===== config.mk =====
export PLATFORM = sky130hd
export DESIGN_NAME = inst_decode_stage
export DESIGN_NICKNAME = d
export VERILOG_FILES = /design/src/rtl/inst_decode_stage_pkg.sv /design/src/rtl/inst_decode_stage_scoreboard.sv /design/src/rtl/inst_decode_stage.sv
export SDC_FILE = /design/constraint.sdc
export NUM_CORES = 1
export LEC_CHECK = 0
export CORE_MARGIN = 10
export CORE_UTILIZATION = 30
export CTS_CLUSTER_DIAMETER = 100
export CTS_CLUSTER_SIZE = 25
export DETAILED_ROUTE_END_ITERATION = 16
export PLACE_DENSITY = 0.57
export SYNTH_ARGS = -nofsm -noshare
export SYNTH_HDL_FRONTEND = slang
export SYNTH_SLANG_ARGS = --single-unit

===== constraint.sdc =====
create_clock -name i_clk -period 3.9 [get_ports i_clk]
set_input_delay 0.78 -clock i_clk [delete_from_list [all_inputs] [get_ports i_clk]]
set_output_delay 0.78 -clock i_clk [all_outputs]
set_load 0.03 [all_outputs]

===== src/rtl/inst_decode_stage_pkg.sv =====
// Shared definitions for the instruction decode stage: opcode constants,
// the R-type opcode list, the branch-class predicate and the FSM states.
package inst_decode_stage_pkg;

  localparam logic [5:0] OPC_ALU  = 6'd0;
  localparam logic [5:0] OPC_BEQ  = 6'd16;
  localparam logic [5:0] OPC_LOAD = 6'd32;
  localparam logic [5:0] OPC_HALT = 6'd63;

  localparam int N_RTYPE = 10;
  localparam logic [5:0] RTYPE_OPCS [N_RTYPE] = '{
    6'd0, 6'd1, 6'd2, 6'd3, 6'd7, 6'd8, 6'd9, 6'd12, 6'd13, 6'd14
  };

  // Register-register class: membership in the fixed opcode list.
  function automatic logic is_rtype(input logic [5:0] opc);
    logic hit;
    hit = 1'b0;
    for (int i = 0; i < N_RTYPE; i++) begin
      if (opc == RTYPE_OPCS[i]) hit = 1'b1;
    end
    return hit;
  endfunction

  // Branch class: the whole 16..31 opcode block plus low nibbles 10, 11, 15.
  function automatic logic is_branch(input logic [5:0] opc);
    return (opc[5:4] == 2'b01) || (opc[3:0] == 4'd10) ||
           (opc[3:0] == 4'd11) || (opc[3:0] == 4'd15);
  endfunction

  typedef enum logic [1:0] {
    ST_RUN       = 2'd0,
    ST_HALT_PEND = 2'd1,
    ST_HALTED    = 2'd2
  } dec_state_e;

endpackage


===== src/rtl/inst_decode_stage_scoreboard.sv =====
// Pending-write scoreboard: one bit per architectural register, set when a
// writing bundle issues and cleared when writeback retires it.
module inst_scoreboard #(
  parameter int NREG = 32,
  parameter int RA_W = $clog2(NREG)
) (
  input  logic            i_clk,
  input  logic            i_rst_n,
  input  logic            i_set_en,
  input  logic [RA_W-1:0] i_set_rd,
  input  logic            i_clr_en,
  input  logic [RA_W-1:0] i_clr_rd,
  input  logic            i_hold_wen,
  input  logic [RA_W-1:0] i_hold_rd,
  output logic [NREG-1:0] o_sb,
  output logic [NREG-1:0] o_pending
);

  logic [NREG-1:0] sb_q, sb_d, hold_mask;

  // Next scoreboard: clear first so a same-register set in the same cycle wins.
  always_comb begin
    sb_d = sb_q;
    if (i_clr_en) sb_d[i_clr_rd] = 1'b0;
    if (i_set_en) sb_d[i_set_rd] = 1'b1;
    sb_d[0] = 1'b0;
  end

  // Scoreboard register.
  always_ff @(posedge i_clk or negedge i_rst_n) begin
    if (!i_rst_n) sb_q <= '0;
    else          sb_q <= sb_d;
  end

  // The bundle still held at the output will write its destination too.
  always_comb begin
    hold_mask = '0;
    if (i_hold_wen) hold_mask[i_hold_rd] = 1'b1;
  end

  assign o_sb      = sb_q;
  assign o_pending = sb_q | hold_mask;

endmodule


===== src/rtl/inst_decode_stage.sv =====
// Registered, flow-controlled decode stage with RAW/WAW hazard stalling,
// branch-unit flush and a halt opcode that freezes intake until reset.
module inst_decode_stage
  import inst_decode_stage_pkg::*;
#(
  parameter int          INST_W   = 32,
  parameter int          NREG     = 32,
  parameter logic [5:0]  HALT_OPC = OPC_HALT,
  localparam int         RA_W     = $clog2(NREG)
) (
  input  logic                i_clk,
  input  logic                i_rst_n,
  input  logic                i_valid,
  output logic                o_ready,
  input  logic [INST_W-1:0]   i_inst,
  output logic                o_valid,
  input  logic                i_ready,
  output logic [5:0]          o_opcode,
  output logic                o_type,
  output logic                o_branch,
  output logic [RA_W-1:0]     o_rs,
  output logic [RA_W-1:0]     o_rt,
  output logic [RA_W-1:0]     o_rd,
  output logic                o_wen,
  output logic signed [15:0]  o_imm,
  input  logic                i_flush,
  input  logic                i_wb_valid,
  input  logic [RA_W-1:0]     i_wb_rd,
  output logic                o_halted
);

  logic [5:0]         dec_opc;
  logic [RA_W-1:0]    dec_rs, dec_rt, dec_rd;
  logic               dec_rtype, dec_branch, dec_halt;
  logic               dec_rs_used, dec_rt_used, dec_wen;
  logic               hazard, accept, issue;
  logic [NREG-1:0]    pending, sb_unused;

  logic               valid_q, type_q, branch_q, wen_q;
  logic [5:0]         opcode_q;
  logic [RA_W-1:0]    rs_q, rt_q, rd_q;
  logic signed [15:0] imm_q;
  dec_state_e         state_q, state_d;
  logic               halted;

  assign dec_opc    = i_inst[31:26];
  assign dec_rs     = i_inst[21 +: RA_W];
  assign dec_rt     = i_inst[16 +: RA_W];
  assign dec_rtype  = is_rtype(dec_opc);
  assign dec_branch = is_branch(dec_opc);
  assign dec_halt   = (dec_opc == HALT_OPC);

  // Operand usage and destination by class; halt touches no registers.
  always_comb begin
    dec_rs_used = 1'b0;
    dec_rt_used = 1'b0;
    dec_rd      = '0;
    if (dec_halt) begin
      dec_rs_used = 1'b0;
    end else if (dec_branch) begin
      dec_rs_used = 1'b1;
      dec_rt_used = 1'b1;
    end else if (dec_rtype) begin
      dec_rs_used = 1'b1;
      dec_rt_used = 1'b1;
      dec_rd      = i_inst[11 +: RA_W];
    end else begin
      dec_rs_used = 1'b1;
      dec_rd      = dec_rt;
    end
  end

  assign dec_wen = (dec_rd != '0);

  // Only registered state feeds the hazard check; writeback is not bypassed.
  assign hazard = (dec_rs_used & pending[dec_rs]) |
                  (dec_rt_used & pending[dec_rt]) |
                  (dec_wen & pending[dec_rd]);

  assign o_ready = i_rst_n & (state_q == ST_RUN) & ~hazard &
                   (~valid_q | i_ready) & ~i_flush;
  assign accept  = i_valid & o_ready;
  // A flushed bundle is discarded, so a coincident i_ready does not issue it.
  assign issue   = valid_q & i_ready & ~i_flush;

  inst_scoreboard #(
    .NREG (NREG),
    .RA_W (RA_W)
  ) u_sb (
    .i_clk      (i_clk),
    .i_rst_n    (i_rst_n),
    .i_set_en   (issue & wen_q),
    .i_set_rd   (rd_q),
    .i_clr_en   (i_wb_valid),
    .i_clr_rd   (i_wb_rd),
    .i_hold_wen (valid_q & wen_q),
    .i_hold_rd  (rd_q),
    .o_sb       (sb_unused),
    .o_pending  (pending)
  );

  // Output bundle register: load on accept, drop on issue or flush.
  always_ff @(posedge i_clk or negedge i_rst_n) begin
    if (!i_rst_n) begin
      valid_q  <= 1'b0;
      opcode_q <= '0;
      type_q   <= 1'b0;
      branch_q <= 1'b0;
      rs_q     <= '0;
      rt_q     <= '0;
      rd_q     <= '0;
      wen_q    <= 1'b0;
      imm_q    <= '0;
    end else if (i_flush) begin
      valid_q  <= 1'b0;
    end else if (accept) begin
      valid_q  <= 1'b1;
      opcode_q <= dec_opc;
      type_q   <= ~dec_rtype;
      branch_q <= dec_branch;
      rs_q     <= dec_rs;
      rt_q     <= dec_rt;
      rd_q     <= dec_rd;
      wen_q    <= dec_wen;
      imm_q    <= i_inst[15:0];
    end else if (issue) begin
      valid_q  <= 1'b0;
    end
  end

  // Halt FSM state register.
  always_ff @(posedge i_clk or negedge i_rst_n) begin
    if (!i_rst_n) state_q <= ST_RUN;
    else          state_q <= state_d;
  end

  // Halt FSM next state: pending until the halt bundle issues or is flushed.
  always_comb begin
    state_d = state_q;
    halted  = 1'b0;
    case (state_q)
      ST_RUN:       if (accept && dec_halt) state_d = ST_HALT_PEND;
      ST_HALT_PEND: begin
        if (i_flush)    state_d = ST_RUN;
        else if (issue) state_d = ST_HALTED;
      end
      ST_HALTED:    halted = 1'b1;
      default:      state_d = ST_RUN;
    endcase
  end

  assign o_valid  = valid_q;
  assign o_opcode = opcode_q;
  assign o_type   = type_q;
  assign o_branch = branch_q;
  assign o_rs     = rs_q;
  assign o_rt     = rt_q;
  assign o_rd     = rd_q;
  assign o_wen    = wen_q;
  assign o_imm    = imm_q;
  assign o_halted = halted;

endmodule

==> Word-level counts from Yosys, hierarchy flattened <==
Cells that the tools add are included.
{ "word_totals": {"regBits": 74, "latch_bits": 0, "mem_bits_rw": 0, "rom_bits": 0, "out_inout_bits": 43, "word_cells": 110, "n_memories": 0} }
{ "classes": {"n_addsub": 0, "mul": 0, "n_div": 0, "order_cmp": 7, "eq_ne": 18, "shift": 0, "muxes": 38, "bitwise": 24, "n_reduce_logical": 12} }
{ "ops": {"columns": ["op", "n"], "rows": [
  ["32-bit 2-to-1 mux", 3],
  ["32-bit bitwise OR", 2],
  ["32-bit AND", 1],
  ["32-bit NOT", 1],
  ["6-bit by 4-bit == test with 1-bit output, second input constant", 5],
  ["5-bit by 6-bit < comparator with 1-bit output, second input constant", 5],
  ["1-bit 2-to-1 mux", 23],
  ["1-bit binary-select mux with 5-bit select", 3],
  ["5-bit 2-to-1 mux", 3],
  ["1-bit AND", 12],
  ["4-bit == test, second input constant", 3],
  ["6-bit by 2-bit == test with 1-bit output, second input constant", 2],
  ["1-bit demux with 5-bit select", 2],
  ["5-bit by 1-bit greater-or-equal comparator with 1-bit output, second input constant", 2],
  ["6-bit by 1-bit == test with 1-bit output, second input constant", 1],
  ["6-bit by 3-bit == test with 1-bit output, second input constant", 1],
  ["6-bit == test, second input constant", 1],
  ["6-bit zero test", 1],
  ["2-bit 2-to-1 mux", 3],
  ["2-bit case mux with 3 select lines", 1],
  ["1-bit NOT", 5],
  ["5-bit nonzero test", 1],
  ["2-bit by 1-bit == test with 1-bit output, second input constant", 2],
  ["1-bit logical AND", 3],
  ["other kinds (9)", 13]
]} }

==> Longest topological paths before layout <==
{ "depth": {"depth_word": 26, "mapped_depth": 13} }

==> Cells and area by module <==
From an unflattened synthesis, not the netlist that was laid out.
{ "hier_totals": {"hier_cells": 408, "area_unflattened_um2": 4718.3} }
{ "modules_own_cells": {"columns": ["module", "instances", "cells_per_inst", "area_per_inst_um2", "seq_area_each_um2"], "rows": [
  ["inst_decode_stage", 1, 239, 3067.9, 1076.0],
  ["inst_scoreboard", 1, 169, 1650.3, 775.7]
]} }

==> Least setup slack after synthesis <==
No wires, ideal clock.
{ "synth_path": {"path_type": "in2out", "from": "input i_inst[26]", "to": "output o_ready", "arrival_time_ns": 3.144, "path_slack_ns": -0.024, "path_stages": 11, "path_buffers": 1, "cell_sequence": "and2b_1 -> buf_6 -> o221ai_4 -> mux2i_1 -> mux2i_1 -> o31a_1 -> o22ai_1 -> o211ai_1 -> nor4b_2 -> nor2_1 -> nor2_1"} }
{ "synth_between": {"elab_chain_cells": 22, "elab_cells_between_ends": 46, "classes_between": "eq/ne (13); mux (19); bitwise (9); reduce/logical (5)"} }
{ "synth_rtl": {"columns": ["element", "line", "rtl"], "rows": [
  ["start, declared", "inst_decode_stage.sv:15", "input logic [INST_W-1:0] i_inst,"],
  ["6-bit zero test", "inst_decode_stage_pkg.sv:20", "if (opc == RTYPE_OPCS[i]) hit = 1'b1;"],
  ["1-bit 2-to-1 mux (10 in a row)", "inst_decode_stage_pkg.sv:20", null],
  ["5-bit 2-to-1 mux", "inst_decode_stage.sv:63", "end else if (dec_rtype) begin"],
  ["5-bit 2-to-1 mux", "inst_decode_stage.sv:60", "end else if (dec_branch) begin"],
  ["5-bit 2-to-1 mux", "inst_decode_stage.sv:58", "if (dec_halt) begin"],
  ["1-bit binary-select mux with 5-bit select", "inst_decode_stage.sv:78", "(dec_wen & pending[dec_rd]);"],
  ["1-bit 2-to-1 mux (not written as such)", "inst_decode_stage.sv:78", null],
  ["1-bit AND", "inst_decode_stage.sv:78", null],
  ["1-bit bitwise OR *", "inst_decode_stage.sv:77", "(dec_rt_used & pending[dec_rt]) |"],
  ["1-bit NOT *", "inst_decode_stage.sv:80", "assign o_ready = i_rst_n & (state_q == ST_RUN) & ~hazard &"],
  ["1-bit AND * (2 in a row)", "inst_decode_stage.sv:80", null],
  ["1-bit AND *", "inst_decode_stage.sv:81", "(~valid_q | i_ready) & ~i_flush;"],
  ["end, declared", "inst_decode_stage.sv:14", "output logic o_ready,"]
]} }
Every way passes the cells marked *; elsewhere a longest branch is shown, timed or not. The select of a mux whose other input is x is not followed.

==> Final worst setup path <==
{ "layout_path": {"from": "input i_inst[28]", "to": "output o_ready"} }
Same word-level chain as after synthesis.

==> reports/results.env <==
DOMINANTREGCELLSYNTH='dfrtp_1'
CP_CELL_SEQUENCE='buf_6, and2b_2, o221ai_4, buf_4, buf_8, nor2_1, a31oi_1, buf_4, nand2_1, a32oi_2, a31oi_2, nor4b_4, nor2_2, nor2_4, buf_12'
REPORT.FINAL.SLEW_VIOL_COUNT=0
TIGHTEST_SLEW_NS=0.711
DIEHEIGHT_UM=146
SETUP_REPAIR_AFTER_GLOBAL_ROUTING_MISSED_ITS_MARGIN='yes'
GRT_OVERFLOW=0
ACHIEVABLE-FREQUENCY_MHz=252
NETLIST_AREA_UM2=4780
P_SWITCHING_W=0.00127
NETLIST_INSTANCES=461
FF2FF_PATH_DEPTH=12
FIRST_PASS_GRT_WIRE_LENGTH_UM=27400
CELLPOWERDENSITY_nW_PER_UM2=495
NUMCLOCKSINKS=74
SYNTH_LARGEST_TYPE_AREA_FRACTION_PCT=38.7
DR.PASS1.ITERS=5
SYN-NUM-NETS=504
FINAL_AREA_UM2=6880
CRITICAL-PATH-TOP-CELL-BY-COUNT='buf_4'
SYNTH_COMMONEST_CELLS='dfrtp_1 (74), o21ai_0 (68), a21oi_1 (36), mux2_4 (36), nand2_1 (31)'
ROUTED_WIRE_LENGTH_PER_INSTANCE_UM=20.7
YS_TOP_CELLS_BY_AREA='dfrtp_1 (39%), mux2_4 (11%), o21ai_0 (7.1%), mux4_2 (5.6%), a21oi_1 (3.8%)'
CTS_MADE_BUFFERS=9
ROWS=46
FLOW.AREA_GROWTH_FROM_SYNTHESIS_PCT=43.7
SYNTH.MOST_COMMON_CELL='dfrtp_1'
STATUS='finished, violations left'
VIASPERCELL=5.37
CTS.HOLD.BUFFERS_ADDED=0
CORE_AREA_UM2=15800
DIE-AREA_UM2=21400
FINALCRITICALPERIOD_NS=3.97
MAX-CLOCK-PATH-BUFFERS=2
WORST_REG2REG_SETUP_SLACK_NS=0.29
TRITONCTS='built'
SETUP_VIOL_COUNT_FINAL=1
TOTAL_POWER_W=0.00341
SYNTH.AVG_CELL_AREA_UM2=10.4
CRITICAL-PATH-MAX-STAGE-DELAY_NS=0.31
GRT_MAX_DEGREE=54
ROOT_BUFFER='clkbuf_16'
PATH_DELAY_FAMILY='compound AO/OA/AOI/OAI gates'
TIMING.CRITICAL_PATH.TO_TYPE='primary output'
MAX_CAP_VIOLATIONS=0
SHARE_OF_FINAL_LAYOUT_STANDARD_CELLS_STRONGER_THAN_DRIVE_STRENGTH_1_PCT=32.1
BUFFER_PORTS.INSERTED=85
GP_ROUTABILITY_CONGESTION=0.922
DETAIL-ROUTE-ANTENNA-NETS=0
SYNTH-ASYNC-RESET-RATIO_PCT=100
SYNTH_ENABLE_FLOP_CELLS=0
SEQ_AREA_FRAC_SYNTH_PCT=38.7
FIN_CRIT_SH_PCT=102
INTERNAL-POWER_W=0.00214
FINISH.UTILIZATION_PCT=43.6
CLOCK_SLEW_AT_THE_REGISTER_CLOCK_PINS_OF_THE_WORST_SETUP_AND_HOLD_PATHS_NS=0.07
SKEW_NS=0.0121
CRIT_PATH_MAX_FANOUT=22
HPWLAFTERDP_UM=13200
SLEW-LIMIT-HEADROOM_PCT=52.6
CELL_VARIETY_AFTER_SYNTH=67
NUMBER_OF_GLOBAL_ROUTE_VIAS_BEFORE_REPAIR=4637
NUM_ANTENNA_CELLS=0
POWER_SWITCHING_SHARE_PCT=37.2
STATIC-LEAKAGE-POWER_nW=2.85
MASTER_OF_THE_SLOWEST_INSTANCE_ON_THE_CRITICAL_PATH='nor4b_4'
DIE-WIDTH_UM=146
CLK-INSERTION-DELAY-LATE_NS=0.35
VIAS=4464
PLACEMENT.CELL_AREA_UM2=6300
SETUP_WS_NS=-0.0714
STARTPOINT='i_inst[28]'
ROUTED_WL_UM=17200
TIMING.HOLD.WORST.CLASS='input port to async pin'
SYNTH_TOP_AREA_CELL='dfrtp_1'
R2R_START='o_rd[1]'
CRITPATHARRIVALTIME_NS=3.19
P_COMB_SHARE_PCT=42.1
HTREE_LEVELS=3
POST_SYNTHESIS_REGISTER_BIT_COUNT=74
FINISH.CELL_COUNT_WITHOUT_FILLERS=832
EFFECTIVE_UTILIZATION_AT_FLOORPLAN_PCT=30.3
PLACE_INST=807
HOLD_VIOLATIONS=0
SEQ_POWER_SHARE_PCT=32.0
CP.BUFFERS_INVERTERS=5
RR_ENDPOINT='o_rs[1]'
GLOBAL_ROUTE.USAGE.TOTAL_PCT=15.9
POWER.IR.VDD_WORST_mV=0.240
CRITICAL_PATH.STARTPOINT_TYPE='input port'
IO_PINS=86
GRT_ANTENNA_BEFORE_REPAIR=0
LAYOUT.NETS=654
CP_DATA_REQUIRED_TIME_NS=3.12
YOSYS_WARNINGS=0
CRITPATHKIND='input port to primary output'
ROUTE.DETAILED.DRC=0
VIOLATIONS='negative setup slack'
P_CLK_SHARE_PCT=25.9
DETAILEDROUTE.FIRSTITERATIONVIOLATIONS=432
power by group through the flow:
| stage | Sequential (W) | Combinational, W | Clock [W] |
|---|---|---|---|
| after floorplan | 0.00136 | 0.000510 | 0 |
| after global placement | 0.00109 | 0.00138 | 0 |
| after detailed placement | 0.00109 | 0.00139 | 0 |
| after CTS | 0.00109 | 0.00143 | 0.000898 |
| after global routing | 0.00112 | 0.00152 | 0.000933 |
| final | 0.00109 | 0.00143 | 0.000882 |
cells by family (layout without fill, tap and decap cells):
family          Yosys count  count (layout)  share of synthesized area, %
compound gates          148             148                          19.5
simple gates            130             130                          15.1
flops                    74              74                          38.7
mux                      70              70                          21.7
buf+inv                  38             193                          4.92
xor+xnor                  1               1                         0.183
layout by cell type (no fill, tap or decap), types with 4 or more instances in the layout:
master,instances
nand4_1,4
mux2_2,4
nor2_2,4
buf_12,4
inv_1,12
nor3_1,6
clkdlybuf4s50_1,77
mux2i_1,15
mux2_4,36
clkbuf_16,9
o211ai_1,5
mux4_2,12
a21oi_1,31
nand3b_1,10
o21ai_0,68
buf_6,8
nand3_1,14
nor2_1,21
or3_1,6
dfrtp_1,72
a21oi_2,5
nand2_1,29
buf_4,70
metrics by stage:
step / setup TNS (ns) / hold WS [ns] / setup WS, ns
floorplan: 0 / 0.470 / 0.0858
global placement: -17.67 / 0.495 / -0.666
detailed placement: -17.48 / 0.491 / -0.638
CTS: 0 / 0.463 / 0.000785
global route: -0.144 / 0.471 / -0.144
finish: -0.0714 / 0.449 / -0.0714
how the worst max path moves through the flow:
stage | endpoint | cells after the start
2_1_floorplan | o_ready | 11
3_3_place_gp | o_ready | 13
3_5_place_dp | o_ready | 12
4_1_cts | o_ready | 14
5_1_grt | o_ready | 14
6_report | o_ready | 15
what timing repair did:
action,4_1_cts,5_1_grt
resized for setup,55,15
buffers inserted,6,3
pin swaps,11,7
setup endpoints to repair,37,1
gates cloned,0,0
per-layer routing:
layer  global-route usage (%)  routed length, µm  vias up
met2                     26.2               8360      167
li1                         -                  -     2047
met3                     3.83                881       18
met1                     20.3               7700     2232
met4                     4.75                281        0
met5                        0                  0        -
flip-flops by register name, summed over array words and instances, names as in the netlist:
register   cells
o_valid        1
o_branch       1
o_rs           5
o_wen          1
o_rd           5
u_sb.o_sb     31
o_imm         16
o_opcode       6
state_q        2
o_rt           5
o_type         1
cell type report:
class | count | area [µm²]
inverters | 12 | 45.0
well taps | 216 | 270
clock inverters | 7 | 85.1
repair buffers | 165 | 1530
flip-flops and latches | 74 | 1850
clock buffers | 9 | 225
fillers | 1547 | 8890
multi-input cells | 349 | 2870
Power figures use the tool's default switching activity.
